$ cat config.mk
export PLATFORM = sky130hd
export DESIGN_NAME = moving_average_inverse
export DESIGN_NICKNAME = d
export VERILOG_FILES = /design/src/rtl/ma_pkg.sv /design/src/rtl/ma_history_ring.sv /design/src/rtl/moving_average_inverse.sv
export SDC_FILE = /design/constraint.sdc
export NUM_CORES = 1
export LEC_CHECK = 0
export BUFFER_PORTS_ARGS = -buffer_cell sky130_fd_sc_hd__buf_2
export CAP_MARGIN = 15
export CELL_PAD_IN_SITES_DETAIL_PLACEMENT = 1
export CELL_PAD_IN_SITES_GLOBAL_PLACEMENT = 2
export CORE_UTILIZATION = 43
export CTS_BUF_LIST = sky130_fd_sc_hd__clkbuf_4 sky130_fd_sc_hd__clkbuf_8 sky130_fd_sc_hd__clkbuf_16
export DETAILED_ROUTE_END_ITERATION = 12
export PLACE_DENSITY = 0.93
export SYNTH_ARGS = -nofsm -noshare
export SYNTH_HDL_FRONTEND = slang
export SYNTH_SLANG_ARGS = --single-unit
$ cat constraint.sdc
create_clock -name system1000 -period 7.6 [get_ports system1000]
set_input_delay 1.52 -clock system1000 [delete_from_list [all_inputs] [get_ports system1000]]
set_output_delay 1.52 -clock system1000 [all_outputs]
set_load 0.05 [all_outputs]
$ cat src/rtl/ma_pkg.sv
// Shared constants, types and helpers for the moving-average inverse decoder.
package ma_pkg;

   // Ceiling log2, usable in parameter expressions.
   function automatic int ma_clog2(input int v);
      int r;
      int t;
      r = 0;
      t = v - 1;
      while (t > 0) begin
         r++;
         t = t >>> 1;
      end
      return r;
   endfunction

   localparam int N  = 4;
   localparam int DW = 8;
   localparam int SW = DW + ma_clog2(N);

   typedef logic signed [DW-1:0] sample_t;
   typedef logic signed [SW-1:0] sum_t;
   typedef logic signed [SW+1:0] wide_t;

   typedef enum logic {ST_FILL, ST_RUN} state_t;

   // Clamp a wide difference to the sample range.
   function automatic sample_t sat_to_sample(input wide_t d);
      wide_t hi;
      wide_t lo;
      hi = wide_t'((2 ** (DW - 1)) - 1);
      lo = -hi - wide_t'(1);
      if (d > hi)      return sample_t'(hi);
      else if (d < lo) return sample_t'(lo);
      else             return d[DW-1:0];
   endfunction

endpackage

$ cat src/rtl/ma_history_ring.sv
// N-entry ring of reconstructed samples; exposes the oldest entry x[n-N].
module ma_history_ring
   import ma_pkg::*;
#(
   parameter int N  = ma_pkg::N,
   parameter int DW = ma_pkg::DW
) (
   input  logic          system1000,
   input  logic          system1000_rstn,
   input  logic          i_we,
   input  logic [DW-1:0] i_wdata,
   output logic [DW-1:0] o_oldest
);

   localparam int PW = (ma_clog2(N) < 1) ? 1 : ma_clog2(N);

   logic [N-1:0][DW-1:0] r_mem;
   logic [PW-1:0]        r_wp;

   // The slot about to be overwritten holds the oldest sample (read-before-write).
   assign o_oldest = r_mem[r_wp];

   // Write the new sample over the oldest one and advance the pointer with wrap.
   always_ff @(posedge system1000 or negedge system1000_rstn) begin
      if (!system1000_rstn) begin
         r_mem <= '0;
         r_wp  <= '0;
      end else if (i_we) begin
         r_mem[r_wp] <= i_wdata;
         r_wp        <= (r_wp == PW'(N - 1)) ? '0 : r_wp + PW'(1);
      end
   end

endmodule

$ cat src/rtl/moving_average_inverse.sv
// Reconstructs x[n] from an N-tap moving sum: x[n] = s[n] - s[n-1] + x[n-N].
module moving_average_inverse
   import ma_pkg::*;
#(
   parameter int N  = ma_pkg::N,
   parameter int DW = ma_pkg::DW,
   parameter int SW = DW + ma_clog2(N)
) (
   input  logic          system1000,
   input  logic          system1000_rstn,
   input  logic [SW-1:0] sum_i,
   input  logic          sum_valid_i,
   output logic [DW-1:0] x_o,
   output logic          x_valid_o,
   output logic          primed_o,
   output logic          ovf_o
);

   localparam int CW = ma_clog2(N + 1);

   state_t          r_state;
   logic [CW-1:0]   r_cnt;
   logic [SW-1:0]   r_s_prev;
   logic [DW-1:0]   w_oldest;
   logic [SW+1:0]   w_d;
   logic            w_pos;
   logic            w_neg;
   logic [DW-1:0]   w_y;

   ma_history_ring #(.N(N), .DW(DW)) u_ring (
      .system1000      (system1000),
      .system1000_rstn (system1000_rstn),
      .i_we            (sum_valid_i),
      .i_wdata         (w_y),
      .o_oldest        (w_oldest)
   );

   // Full-width difference; SW+2 bits holds every reachable value exactly.
   assign w_d = {{2{sum_i[SW-1]}}, sum_i}
              - {{2{r_s_prev[SW-1]}}, r_s_prev}
              + {{(SW+2-DW){w_oldest[DW-1]}}, w_oldest};

   // Out of range when the bits above the sample's sign bit disagree with the sign.
   assign w_pos = ~w_d[SW+1] &  (|w_d[SW:DW-1]);
   assign w_neg =  w_d[SW+1] & ~(&w_d[SW:DW-1]);
   assign w_y   = w_pos ? {1'b0, {(DW-1){1'b1}}} :
                  w_neg ? {1'b1, {(DW-1){1'b0}}} : w_d[DW-1:0];

   // Output registers, sticky overflow and FILL/RUN priming state machine.
   always_ff @(posedge system1000 or negedge system1000_rstn) begin
      if (!system1000_rstn) begin
         r_state   <= ST_FILL;
         r_cnt     <= '0;
         r_s_prev  <= '0;
         x_o       <= '0;
         x_valid_o <= 1'b0;
         primed_o  <= 1'b0;
         ovf_o     <= 1'b0;
      end else begin
         x_valid_o <= sum_valid_i;
         if (sum_valid_i) begin
            x_o      <= w_y;
            r_s_prev <= sum_i;
            if (w_pos || w_neg) ovf_o <= 1'b1;
            case (r_state)
               ST_FILL: begin
                  r_cnt <= r_cnt + CW'(1);
                  if (r_cnt == CW'(N - 1)) begin
                     r_state  <= ST_RUN;
                     primed_o <= 1'b1;
                  end
               end
               default: ;
            endcase
         end
      end
   end

endmodule

==> summary.md <==
| Metric | Value |
|---|---|
| TritonCTS clock tree | `built` |
| Syn Nets | `442` |
| Unrepaired setup endpoints after global routing | `no` |
| Height of the die | `just under 100 µm` |
| Count of cell types in the netlist | `58` |
| Drt total wl | `between 10 and 15 mm` |
| CTS max path bufs | `2` |
| Met1 Use GR | `31.0%` |
| Initial drt markers | `184` |
| ANT nets after route | `0` |
| Core footprint | `0.00881 mm²` |
| Slew Limit Fails | `0` |
| Synth Area in Adders | `between 10 and 15%` |
| Share of cells above drive strength 1 | `19.3%` |
| PostCTS Resize Cnt | `0` |
| Yosys reg bits | `59` |
| Io pins | `24` |
| DRC violations left | `1` |
| CP Data Required Time | `a little under 8 ns` |
| Delay-heaviest family, CP | `compound AO/OA/AOI/OAI gates` |
| Slowest cell on crit path | `dfrtp_1` |
| Async set or reset register ratio after synthesis | `100%` |
| Number of global-route vias before repair | `3456` |
| Area share of the largest cell type after synthesis | `37.2%` |
| Setup TNS Final | `0 ns` |
| Largest net degree at the start of global routing | `60` |
| Max FO, Critical Path | `25` |
| TritonRoute pass-1 iters | `8` |
| Total CTS buffers | `9` |
| Post-synth EDFFs | `0` |
| Warnings, synthesis | `0` |
| Complex-gate fraction of the synthesized area | `19.1%` |
| Synthesized cell area | `0.00397 mm²` |
| P&R area growth vs syn | `8.96%` |
| Period utilization | `62.5%` |
| Final #Nets | `455` |
| Hold Path Class | `register to register` |
| Top cell type by total area after synthesis | `dfrtp_1` |
| Worst skew pair latency | `0.36 ns` |
| Largest family of logic cells by synthesized area | `compound AO/OA/AOI/OAI gates` |
| Wire length of the first global-routing pass | `roughly 17 mm` |
| Clk sink count | `59` |
| Final setup viols | `0` |
| Final HPWL DP | `7.20 mm` |
| Initial antenna violation count | `0` |
| Worst Path Arrival | `4.97 ns` |
| GRT busiest layer | `met2` |
| Gr ovfl total | `0` |
| Met2 usage | `38.7%` |
| Syn_area_per_cell | `9.89 µm²` |
| Met3 Use GR | `around 3.8%` |
| Outcome | `finished, violations left` |
| CP Launch Type | `register` |
| Register area share after synthesis | `37.2%` |
| Fin crit period | `around 4.8 ns` |
| Most frequent cells in the layout | `nand2_1, dfrtp_1, inv_1, buf_2, o31ai_1` |
| Post-Synth XOR/XNOR Area | `1.77%` |
| Max-Cap Viols | `0` |
| Failing checks | `DRC` |
| Most used cell along the critical path | `inv_1` |
| Cells after Synth | `401` |
| Via-to-Cell Ratio | `5.93` |
| Chip Width | `98.0 µm` |
| Std-Cell Rows | `34` |
| Worst-margin pin slew | `0.925 ns` |
| Mux contribution to synthesized area | `7.38%` |
| Synth area leaders | `dfrtp_1, nand2_1, ha_1` |
| Critical-path cell list | `mux4_2 > inv_1 > fa_1 > inv_1 > ha_1 > a21oi_4 > o21ai_1 > a21oi_1 > nand2_2 > a211oi_2 > o31ai_1` |
| Commonest non-fill, non-tap cell in the layout | `nand2_1` |
| GPL Wtd Cong | `around 0.84` |
| Root Driver | `clkbuf_8` |
| Crit path largest cell delay | `~0.80 ns` |
| Hold Vio Cnt, Final | `0` |
| DR vias | `3127` |
| Synth Area in Simple Gates | `16.2%` |
| Area of the die | `0.00961 mm²` |
| Port Buf Inserts | `23` |
| # fillers | `995` |
| Setup bufs post-CTS | `0` |
| Initial Utilization | `45.0%` |
| Slew margin rel. | `38.2%` |
| ANT cells | `0` |
| WL per Instance | `19.5 µm` |
| Worst Skew | `between 0.01 and 0.015 ns` |
| Crit path buffers/inverters | `2` |
| # hold bufs at CTS | `0` |
| Worst-path clk slew | `0.08 ns` |
| Synth Flop Type | `dfrtp_1` |
| GR Util All Layers | `23.5%` |
| Crit path kind | `register to register` |
| Endpoint class of the critical path | `register` |
| CTS H-Tree Depth | `3` |
| Highest clock rate | `approximately 210 MHz` |
| Post-Route Utilization | `approximately half` |
## worst register-to-register path: cells and delay by family (launching register included)
kind / cells / cell delay [ns]
AO/OA/AOI/OAI: 5 / 1.57
flip-flops: 1 / 0.80
adder cells (fa/ha/maj): 2 / 0.80
multiplexers: 1 / 0.63
AND/OR/NAND/NOR: 1 / 0.57
buffers and inverters: 2 / 0.23
## cells in the mapped netlist, types with 5 or more instances
master,n
nand2_1,63
dfrtp_1,59
inv_1,45
o31ai_1,20
ha_1,18
nand4_1,17
o21ai_0,17
nand3_1,14
nor2_1,12
a21oi_1,11
clkbuf_1,11
fa_1,10
mux2_2,10
a31oi_1,8
mux4_2,8
o2111ai_1,6
xnor2_1,6
a32oi_1,5
## per-layer routing
| layer | vias to the layer above | share of wire, % |
|---|---|---|
| met5 | - | 0 |
| met1 | 1595 | 46 |
| li1 | 1463 | - |
| met3 | 10 | 3.3 |
| met4 | 0 | 1.4 |
| met2 | 59 | 49 |
## kinds of logic (layout without fill, tap and decap cells)
group / after synthesis / in the layout
and+or+nand+nor: 128 / 128
adders and majority gates: 28 / 28
xor gates and xnor gates: 8 / 8
DFF: 59 / 59
buffers and inverters: 67 / 85
muxes: 18 / 18
AOI/OAI and AO/OA: 93 / 93
## sequential cells by signal, summed over array words and instances, names as in the netlist
register	flops
x_o	8
ovf_o	1
u_ring.r_mem	32
u_ring.r_wp	2
primed_o	1
r_state	1
r_cnt	3
r_s_prev	10
x_valid_o	1
## worst paths after layout
kind | from | endpoint | slack [ns] | cells after the start
worst max-delay path | u_ring.r_wp[0]$_DFFE_PN0P_ | u_ring.r_mem[21]$_DFFE_PN0P_ | 2.85 | 11
worst min-delay path | r_state$_DFFE_PN0P_ | r_state$_DFFE_PN0P_ | 0.46 | 2
worst max register to register | u_ring.r_wp[0]$_DFFE_PN0P_ | u_ring.r_mem[21]$_DFFE_PN0P_ | 2.85 | 11
worst min register to register | r_state$_DFFE_PN0P_ | r_state$_DFFE_PN0P_ | 0.46 | 2
max in group asynchronous | system1000_rstn | r_cnt[0]$_DFFE_PN0P_ | 5.75 | 2
min in group asynchronous | system1000_rstn | u_ring.r_mem[7]$_DFFE_PN0P_ | 1.33 | 2
## cell type report
cell class,count,area [µm²],share of cell area [%]
clock buffers,12,159,3.68
clock inverters,4,72.6,1.68
inverters,45,169,3.91
multi-input cells,275,2190,50.6
flip-flops and latches,59,1480,34.2
well taps,108,135,3.13
repair buffers,24,123,2.84
## metrics by stage
stage / worst slack, ns / cell area [µm²] / hold slack [ns] / std cells
finish: 2.85 / 4320 / 0.458 / 527
CTS: 2.84 / 4320 / 0.464 / 527
global route: 2.60 / 4320 / 0.485 / 527
floorplan: 3.54 / 3970 / 0.426 / 401
global placement: 2.71 / 4090 / 0.438 / 511
detailed placement: 2.68 / 4090 / 0.448 / 511
Power is left out: the tool's default activity adds up to more than one toggle a clock period on the data nets, which glitch-free logic cannot reach.
